**src/rtl/mips_seq_pkg.sv**
```systemverilog
// rtl/mips_seq_pkg.sv - shared state, command and sizing definitions for the pipeline run-control sequencer
package mips_seq_pkg;

    // Fixed state encodings, read back by the debug host
    typedef enum logic [2:0] {
        ST_IDLE  = 3'd0,
        ST_RUN   = 3'd1,
        ST_STEP  = 3'd2,
        ST_DRAIN = 3'd3,
        ST_DONE  = 3'd4
    } seq_state_t;

    // Host command encodings
    localparam logic [1:0] CMD_NOP   = 2'b00;
    localparam logic [1:0] CMD_RUN   = 2'b01;
    localparam logic [1:0] CMD_STEP  = 2'b10;
    localparam logic [1:0] CMD_PAUSE = 2'b11;

    // EX, MEM and WB still hold older instructions when HALT sits in ID
    localparam int DRAIN_CYCLES_DEFAULT = 3;

endpackage

```
**src/rtl/pipeline_sequencer_if.sv**
```systemverilog
// rtl/pipeline_sequencer_if.sv - host command, hazard request and pipeline enable bundle
interface pipeline_sequencer_if #(
    parameter int CNT_W = 32
);
    logic             cmd_valid;
    logic [1:0]       cmd;
    logic             cmd_ready;
    logic             halt_detected;
    logic             stall_flag;
    logic             jump_req;
    logic             branch_req;
    logic             pipe_en;
    logic             pc_write;
    logic             if_id_write;
    logic             flush_if_id;
    logic             flush_id_ex;
    logic [2:0]       state;
    logic             done;
    logic [CNT_W-1:0] cycle_count;

    // Host/pipeline side: issues commands and hazard requests
    modport master (
        output cmd_valid, cmd, halt_detected, stall_flag, jump_req, branch_req,
        input  cmd_ready, pipe_en, pc_write, if_id_write, flush_if_id, flush_id_ex,
               state, done, cycle_count
    );

    // Sequencer side
    modport slave (
        input  cmd_valid, cmd, halt_detected, stall_flag, jump_req, branch_req,
        output cmd_ready, pipe_en, pc_write, if_id_write, flush_if_id, flush_id_ex,
               state, done, cycle_count
    );
endinterface

```
**src/rtl/seq_cycle_counter.sv**
```systemverilog
// rtl/seq_cycle_counter.sv - saturating enable counter for executed pipeline cycles
module seq_cycle_counter #(
    parameter int CNT_W = 32
) (
    input  logic             clk,
    input  logic             reset,
    input  logic             i_en,
    output logic [CNT_W-1:0] o_count
);
    logic [CNT_W-1:0] r_count;

    // Count enabled cycles, sticking at all-ones instead of wrapping
    always_ff @(posedge clk or negedge reset) begin
        if (!reset) begin
            r_count <= '0;
        end else if (i_en && (r_count != {CNT_W{1'b1}})) begin
            r_count <= r_count + CNT_W'(1);
        end
    end

    assign o_count = r_count;
endmodule

```
**src/rtl/pipeline_sequencer.sv**
```systemverilog
// rtl/pipeline_sequencer.sv - run/step/pause/drain sequencer producing pipeline enables; PIPELINE_SEQ_CYCLE_COUNTER_EN builds cycle_count
module pipeline_sequencer
    import mips_seq_pkg::*;
#(
    parameter int DRAIN_CYCLES = DRAIN_CYCLES_DEFAULT,
    parameter int CNT_W        = 32
) (
    input  logic                 clk,
    input  logic                 reset,
    pipeline_sequencer_if.slave  bus
);
    // Sized so that DRAIN_CYCLES-1 always fits, including DRAIN_CYCLES=1
    localparam int DW = (DRAIN_CYCLES > 1) ? $clog2(DRAIN_CYCLES) : 1;

    seq_state_t    r_state;
    logic [DW-1:0] r_drain_cnt;
    logic          r_done;

    logic w_cmd_ready;
    logic w_cmd_accept;
    logic w_halt_entry;
    logic w_pipe_en;
    logic w_fetch_ok;

    assign w_cmd_ready  = (r_state == ST_IDLE) || (r_state == ST_RUN);
    assign w_cmd_accept = bus.cmd_valid && w_cmd_ready;
    assign w_halt_entry = bus.halt_detected && ((r_state == ST_RUN) || (r_state == ST_STEP));
    assign w_pipe_en    = (r_state == ST_RUN) || (r_state == ST_STEP) || (r_state == ST_DRAIN);

    // No new fetch once HALT is in ID or while draining; a taken branch overrides a stall
    assign w_fetch_ok = w_pipe_en && (r_state != ST_DRAIN) && !w_halt_entry
                        && (!bus.stall_flag || bus.branch_req);

    // Run-control state machine with drain countdown and DONE entry pulse
    always_ff @(posedge clk or negedge reset) begin
        if (!reset) begin
            r_state     <= ST_IDLE;
            r_drain_cnt <= '0;
            r_done      <= 1'b0;
        end else begin
            r_done <= 1'b0;
            case (r_state)
                ST_IDLE: begin
                    if (w_cmd_accept && (bus.cmd == CMD_RUN)) begin
                        r_state <= ST_RUN;
                    end else if (w_cmd_accept && (bus.cmd == CMD_STEP)) begin
                        r_state <= ST_STEP;
                    end
                end
                ST_RUN: begin
                    if (w_halt_entry) begin
                        r_state     <= ST_DRAIN;
                        r_drain_cnt <= DW'(DRAIN_CYCLES - 1);
                    end else if (w_cmd_accept && (bus.cmd == CMD_PAUSE)) begin
                        r_state <= ST_IDLE;
                    end
                end
                ST_STEP: begin
                    if (w_halt_entry) begin
                        r_state     <= ST_DRAIN;
                        r_drain_cnt <= DW'(DRAIN_CYCLES - 1);
                    end else begin
                        r_state <= ST_IDLE;
                    end
                end
                ST_DRAIN: begin
                    if (r_drain_cnt == '0) begin
                        r_state <= ST_DONE;
                        r_done  <= 1'b1;
                    end else begin
                        r_drain_cnt <= r_drain_cnt - DW'(1);
                    end
                end
                ST_DONE: begin
                    r_state <= ST_DONE;
                end
                default: begin
                    r_state <= ST_IDLE;
                end
            endcase
        end
    end

    assign bus.cmd_ready   = w_cmd_ready;
    assign bus.pipe_en     = w_pipe_en;
    assign bus.pc_write    = w_fetch_ok;
    assign bus.if_id_write = w_fetch_ok;
    // A jump under a stall is re-decoded next cycle, so it must not flush yet
    assign bus.flush_if_id = w_pipe_en && (bus.branch_req || (bus.jump_req && !bus.stall_flag));
    assign bus.flush_id_ex = w_pipe_en && (bus.branch_req || bus.stall_flag);
    assign bus.state       = r_state;
    assign bus.done        = r_done;

`ifdef PIPELINE_SEQ_CYCLE_COUNTER_EN
    logic [CNT_W-1:0] w_cycle_count;

    seq_cycle_counter #(
        .CNT_W (CNT_W)
    ) u_cycle_counter (
        .clk     (clk),
        .reset   (reset),
        .i_en    (w_pipe_en),
        .o_count (w_cycle_count)
    );

    assign bus.cycle_count = w_cycle_count;
`else
    assign bus.cycle_count = '0;
`endif

endmodule

```
**src/flat_wrapper.sv**
```systemverilog
// flat-port wrapper written by rule: the top's interface ports become plain ports
module pipeline_sequencer_flat import mips_seq_pkg::*;
#(
    parameter int DRAIN_CYCLES = DRAIN_CYCLES_DEFAULT,
    parameter int CNT_W        = 32
)
  (clk, reset, bus_cmd_valid, bus_cmd, bus_halt_detected, bus_stall_flag, bus_jump_req, bus_branch_req, bus_cmd_ready, bus_pipe_en, bus_pc_write, bus_if_id_write, bus_flush_if_id, bus_flush_id_ex, bus_state, bus_done, bus_cycle_count);
  pipeline_sequencer_if #(.CNT_W(CNT_W)) bus_i ();
  input  logic clk;
  input  logic reset;
  input wire logic [$bits(bus_i.cmd_valid)-1:0] bus_cmd_valid;
  input wire logic [$bits(bus_i.cmd)-1:0] bus_cmd;
  input wire logic [$bits(bus_i.halt_detected)-1:0] bus_halt_detected;
  input wire logic [$bits(bus_i.stall_flag)-1:0] bus_stall_flag;
  input wire logic [$bits(bus_i.jump_req)-1:0] bus_jump_req;
  input wire logic [$bits(bus_i.branch_req)-1:0] bus_branch_req;
  output wire logic [$bits(bus_i.cmd_ready)-1:0] bus_cmd_ready;
  output wire logic [$bits(bus_i.pipe_en)-1:0] bus_pipe_en;
  output wire logic [$bits(bus_i.pc_write)-1:0] bus_pc_write;
  output wire logic [$bits(bus_i.if_id_write)-1:0] bus_if_id_write;
  output wire logic [$bits(bus_i.flush_if_id)-1:0] bus_flush_if_id;
  output wire logic [$bits(bus_i.flush_id_ex)-1:0] bus_flush_id_ex;
  output wire logic [$bits(bus_i.state)-1:0] bus_state;
  output wire logic [$bits(bus_i.done)-1:0] bus_done;
  output wire logic [$bits(bus_i.cycle_count)-1:0] bus_cycle_count;
  assign bus_i.cmd_valid = bus_cmd_valid;
  assign bus_i.cmd = bus_cmd;
  assign bus_i.halt_detected = bus_halt_detected;
  assign bus_i.stall_flag = bus_stall_flag;
  assign bus_i.jump_req = bus_jump_req;
  assign bus_i.branch_req = bus_branch_req;
  assign bus_cmd_ready = bus_i.cmd_ready;
  assign bus_pipe_en = bus_i.pipe_en;
  assign bus_pc_write = bus_i.pc_write;
  assign bus_if_id_write = bus_i.if_id_write;
  assign bus_flush_if_id = bus_i.flush_if_id;
  assign bus_flush_id_ex = bus_i.flush_id_ex;
  assign bus_state = bus_i.state;
  assign bus_done = bus_i.done;
  assign bus_cycle_count = bus_i.cycle_count;
  pipeline_sequencer #(.DRAIN_CYCLES(DRAIN_CYCLES), .CNT_W(CNT_W)) u_core (.clk(clk), .reset(reset), .bus(bus_i));
endmodule
```
**config.mk**
```make
export PLATFORM = sky130hd
export DESIGN_NAME = pipeline_sequencer_flat
export DESIGN_NICKNAME = d
export VERILOG_FILES = /design/src/rtl/mips_seq_pkg.sv /design/src/rtl/pipeline_sequencer_if.sv /design/src/rtl/seq_cycle_counter.sv /design/src/rtl/pipeline_sequencer.sv /design/src/flat_wrapper.sv
export SDC_FILE = /design/constraint.sdc
export NUM_CORES = 1
export LEC_CHECK = 0
export BUFFER_PORTS_ARGS = -buffer_cell sky130_fd_sc_hd__buf_2
export CORE_MARGIN = 1
export CORE_UTILIZATION = 42
export CTS_CLUSTER_DIAMETER = 150
export DETAILED_ROUTE_END_ITERATION = 8
export PLACE_DENSITY = 0.84
export SKIP_CTS_REPAIR_TIMING = 1
export SLEW_MARGIN = 5
export SYNTH_ARGS = -nofsm -noshare
export SYNTH_HDL_FRONTEND = slang
export SYNTH_SLANG_ARGS = --single-unit
export TNS_END_PERCENT = 10
```
**constraint.sdc**
```tcl
create_clock -name clk -period 1.9 [get_ports clk]
set_input_delay 0.19 -clock clk [delete_from_list [all_inputs] [get_ports clk]]
set_output_delay 0.19 -clock clk [all_outputs]
set_load 0.005 [all_outputs]
```
**Word-level counts from Yosys, hierarchy flattened**

Cells that the tools add are included.

- Bits of input ports: 9
- Bits in registers: 6
- Output and inout bits: 42
- Word-level logic and storage cells: 54

- Eq/ne operators: 13
- Reductions and logical operators: 25
- Add/sub/neg operators: 1
- Muxes and demuxes: 12

Operators with widths:

| kind | number |
|---|---|
| 2-to-1 mux 3 bit | 5 |
| one-hot mux 3 bit (5 select lines) | 1 |
| logical AND 1 bit | 11 |
| equality test 3 x 2 -> 1 bit, second input constant | 2 |
| logical OR 1 bit | 6 |
| 2-to-1 mux 2 bit | 3 |
| inequality test 3 x 2 -> 1 bit, second input constant | 2 |
| AND reduction 3 bit | 2 |
| equality test 2 bit, second input constant | 2 |
| inequality test 2 bit, second input constant | 2 |
| one-hot mux 2 bit (2 select lines) | 1 |
| equality test 3 x 1 -> 1 bit, second input constant | 1 |
| equality test 3 bit, second input constant | 1 |
| zero test 3 bit | 1 |
| inequality test 3 bit, second input constant | 1 |
| equality test 2 x 1 -> 1 bit, second input constant | 1 |
| zero test 1 bit | 2 |
| zero test 2 bit | 1 |
| 2-to-1 mux 1 bit | 2 |
| inequality test 2 x 1 -> 1 bit, second input constant | 1 |
| nonzero test 2 bit | 1 |
| OR reduction 2 bit | 1 |
| subtractor 2 x 1 -> 2 bit, second input constant | 1 |

**Logic depth before layout (Yosys ltp)**

- Depth in word-level cells: 7
- Depth in mapped cells: 5

**Least setup slack after synthesis**

Ideal clock, no wire load.

- Path type: reg2out
- Start point: register u_core.r_state[1], in the netlist u_core.bus.state[1]
- End point: output bus_pc_write
- Path slack: 0.463 ns
- Data arrival time: 1.247 ns
- Stages on the path, launching flop included: 6
- Cell sequence: dfrtp_1 -> buf_6 -> nand2_1 -> nand2b_4 -> a2111oi_4 -> buf_4

- Cells in the longest elaborated chain, start to end: 6

RTL lines:

| what | line | text |
|---|---|---|
| start, declared | pipeline_sequencer.sv:15 | `seq_state_t r_state;` |
| start signal, assigned | pipeline_sequencer.sv:37 | `r_state <= ST_IDLE;` |
| start signal, assigned | pipeline_sequencer.sv:45 | `r_state <= ST_RUN;` |
| start signal, assigned | pipeline_sequencer.sv:47 | `r_state <= ST_STEP;` |
| equality test 3 x 1 -> 1 bit or equality test 3 x 2 -> 1 bit (tied branches) | pipeline_sequencer.sv:27, pipeline_sequencer.sv:28 |  |
| logical OR 1 bit | pipeline_sequencer.sv:27, pipeline_sequencer.sv:28 |  |
| logical OR 1 bit or logical AND 1 bit (tied branches) | pipeline_sequencer.sv:28, pipeline_sequencer.sv:27 |  |
| logical AND 1 bit or zero test 1 bit (tied branches) | pipeline_sequencer.sv:31 | `assign w_fetch_ok = w_pipe_en && (r_state != ST_DRAIN) && !w_halt_entry` |
| logical AND 1 bit (*) | pipeline_sequencer.sv:31 |  |
| logical AND 1 bit (*) | pipeline_sequencer.sv:32 | `&& (!bus.stall_flag \|\| bus.branch_req);` |
| end, declared | flat_wrapper.sv:19 | `output wire logic [$bits(bus_i.pc_write)-1:0] bus_pc_write;` |

Every way passes the cells marked *; elsewhere a longest branch is shown, timed or not.

**Worst setup path after layout**

Same ends and word-level chain as after synthesis.

==> results.tsv <==
stage	metric	value	unit
global_routing	first-pass GRT wire length	1.559	mm
die	row cnt	14	
hold_path	Worst Hold Class	in2reg	
pwr	Pwr Density	1198	nW/um^2
clock_network	root buffer cell	clkbuf_4	
flow_run	maxcap violations	0	
finish	Core Util, Final	0.4454	
clock_network	clock slew at reported path FFs	0.04	ns
global_routing	initial antenna violation count	0	
placement	Post-Place Worst Slack	0.4551	ns
setup_path	CP arrival	1.52	ns
routing	routed len/inst	8.929	um
die	area of the die	1754	um^2
pwr	peak supply drop	0.0005222	V
placement	post-place instance area	630.6	um^2
finish	layout filler cell count	162	
sta	Tcrit/Tclk final	0.8978	
clock_network	clock sinks	6	
setup_path	Crit Path Max Fanout	10	
finish	P&R area growth vs syn	-0.7491	%
routing	DRT Pass-1 Iters	2	
setup_path	worst path required time	1.71	ns
sta	setup repair after global routing missed its margin	false	
global_routing	pin count of the biggest net entering global routing	15	
clock_network	Worst-Skew Late Latency	0.24	ns
synthesis	cell area after synthesis	668.1	um^2
synthesis	Yosys cell types	26	
synthesis	Post-synth EDFFs	0	
clock_network	H-tree Lvls	1	
die	Ports	51	
die	Chip Height	41.89	um
placement	placed cell count	108	
finish	ant diodes	0	
sta	Pins Over Slew Limit	0	
die	die width	41.89	um
placement	routability cong.	0.6781	
sta	final hold violations	0	
placement	post-DP HPWL	811.4	um
setup_path	Worst Setup Path Type	reg2out	
synthesis	Seq/Total Area, Yosys	0.2247	
placement	PortBufs	18	
synthesis	Synth async-reset ratio	1.000	
synthesis	Post-synth top flop	dfrtp_1	
synthesis	syn_area_per_cell	8.566	um^2
finish	design area	663.1	um^2
status	status	finished, final reports clean	
clock_network	TritonCTS clock tree	done	
synthesis	Yosys reg bits	6	
sta	Max Freq	0.5862	GHz
die	core area	1489	um^2
sta	setup TNS	0	ns
finish	Layout Cells excl Fill	112	
global_routing	GRT Util Overall	0.1198	
sta	final worst slack	0.1941	ns
synthesis	Mapped Cells	78	
routing	Antenna Nets Post-Route	0	
pwr	P_leak	0.3753	nW
sta	final setup fails	0	
clock_network	Max clock buf depth	2	
sta	min cycle time layout	1.706	ns
die	Starting Density	0.4487	
global_routing	number of global-route vias before repair	389	
routing	Post-Route WL	1.000	mm
clock_network	TritonCTS buffer count	3	
routing	DRC	0	
finish	share of cells above drive strength 1	0.2604	
routing	vias per cell	4.250	
synthesis	Yosys Warn Count	0	
finish	nets@finish	108	
routing	Initial DRC Count	1	
setup_path	Crit. End Element	primary output	
routing	via count	476	
sta	final setup skew	0.006960	ns
global_routing	grt ovf	0	
setup_path	startpoint types	flip-flop	
worst paths after layout:
path                       cells after the start                              start  slack [ns]                                 to
hold / removal                                 3                         bus_cmd[1]        0.29    u_core.bus.state[1]$_DFFE_PN0P_
max in group asynchronous                      2                              reset        1.45    u_core.bus.state[0]$_DFFE_PN0P_
hold reg to reg                                2  u_core.r_drain_cnt[1]$_DFFE_PN0P_        0.56  u_core.r_drain_cnt[1]$_DFFE_PN0P_
min in group asynchronous                      2                              reset        0.30  u_core.r_drain_cnt[0]$_DFFE_PN0P_
setup / recovery                               4    u_core.bus.state[1]$_DFFE_PN0P_        0.19                       bus_pc_write
setup reg to reg                               3    u_core.bus.state[1]$_DFFE_PN0P_        0.58  u_core.r_drain_cnt[1]$_DFFE_PN0P_
report_power, final:
| group | total [mW] | switching, mW | internal [mW] |
|---|---|---|---|
| clock network | 0.114 | 0.0427 | 0.0712 |
| registers | 0.254 | 0.0791 | 0.175 |
| logic | 0.426 | 0.210 | 0.216 |
| total | 0.794 | 0.332 | 0.463 |
synth_stat cells (2+ instances only):
cell	count	area, um^2
inv_1	4	15.01
nand2_1	3	11.26
a21oi_1	5	25.02
nor3_1	3	15.01
nor2_1	4	15.01
buf_4	33	247.7
a211oi_1	2	15.01
dfrtp_1	6	150.1
placed cells by master, fill, tap and decap left out:
master,instances
nor2_1,4
a21oi_1,5
nor2_2,1
a311oi_1,1
o211ai_1,1
dfrtp_1,6
or2_1,1
nor3_1,3
and3b_1,1
a31oi_1,1
clkbuf_4,3
inv_1,4
buf_2,18
a2111oi_4,1
nand2_1,3
a21o_1,1
dlygate4sd3_1,1
a211oi_1,2
ha_1,1
nand2b_4,1
conb_1,32
o22ai_1,1
nor4b_1,1
and4bb_1,1
nand4b_1,1
nor3b_2,1
critical path, stage by stage, from the launching register on:
cell       delay [ns]
dfrtp_1          0.47
nand2_1          0.24
nand2b_4         0.08
a2111oi_4        0.32
buf_2            0.17
per-layer routing:
layer  up-vias  part of all wire  track usage
met5         -                 0            0
met4         0                 0      0.07742
met3         0             0.082      0.02609
met2        30              0.50       0.2094
met1       212              0.42       0.1281
li1        234                 -            -
flip-flops by register name, summed over array words and instances, names as in the netlist:
| register | count |
|---|---|
| u_core.bus.done | 1 |
| u_core.bus.state | 3 |
| u_core.r_drain_cnt | 2 |
kinds of logic after synthesis:
logic type / synth area share
flip-flops: 0.2247
adder cells (fa/ha/maj): 0.01872
AO/OA/AOI/OAI: 0.1554
AND/OR/NAND/NOR: 0.1779
other: 0.005613
buffers and inverters: 0.4176
layout make-up:
class | instances | area (um^2) | area share
Clock buffer | 3 | 22.52 | 0.03396
Inverter | 4 | 15.01 | 0.02264
Multi-Input combinational cell | 64 | 355.3 | 0.5358
Sequential cell | 6 | 150.1 | 0.2264
Tap cell | 16 | 20.02 | 0.03019
Timing Repair Buffer | 19 | 100.1 | 0.1509
metrics by stage:
stage / power (mW) / hold WS [ns]
2_1_floorplan: 0.6138 / -0.1056
5_1_grt: 0.8755 / 0.2845
3_3_place_gp: 0.6721 / 0.01310
6_report: 0.7942 / 0.2857
3_5_place_dp: 0.6824 / 0.02103
4_1_cts: 0.8033 / -0.2395
Note: power is estimated with default switching activity, not from simulation.
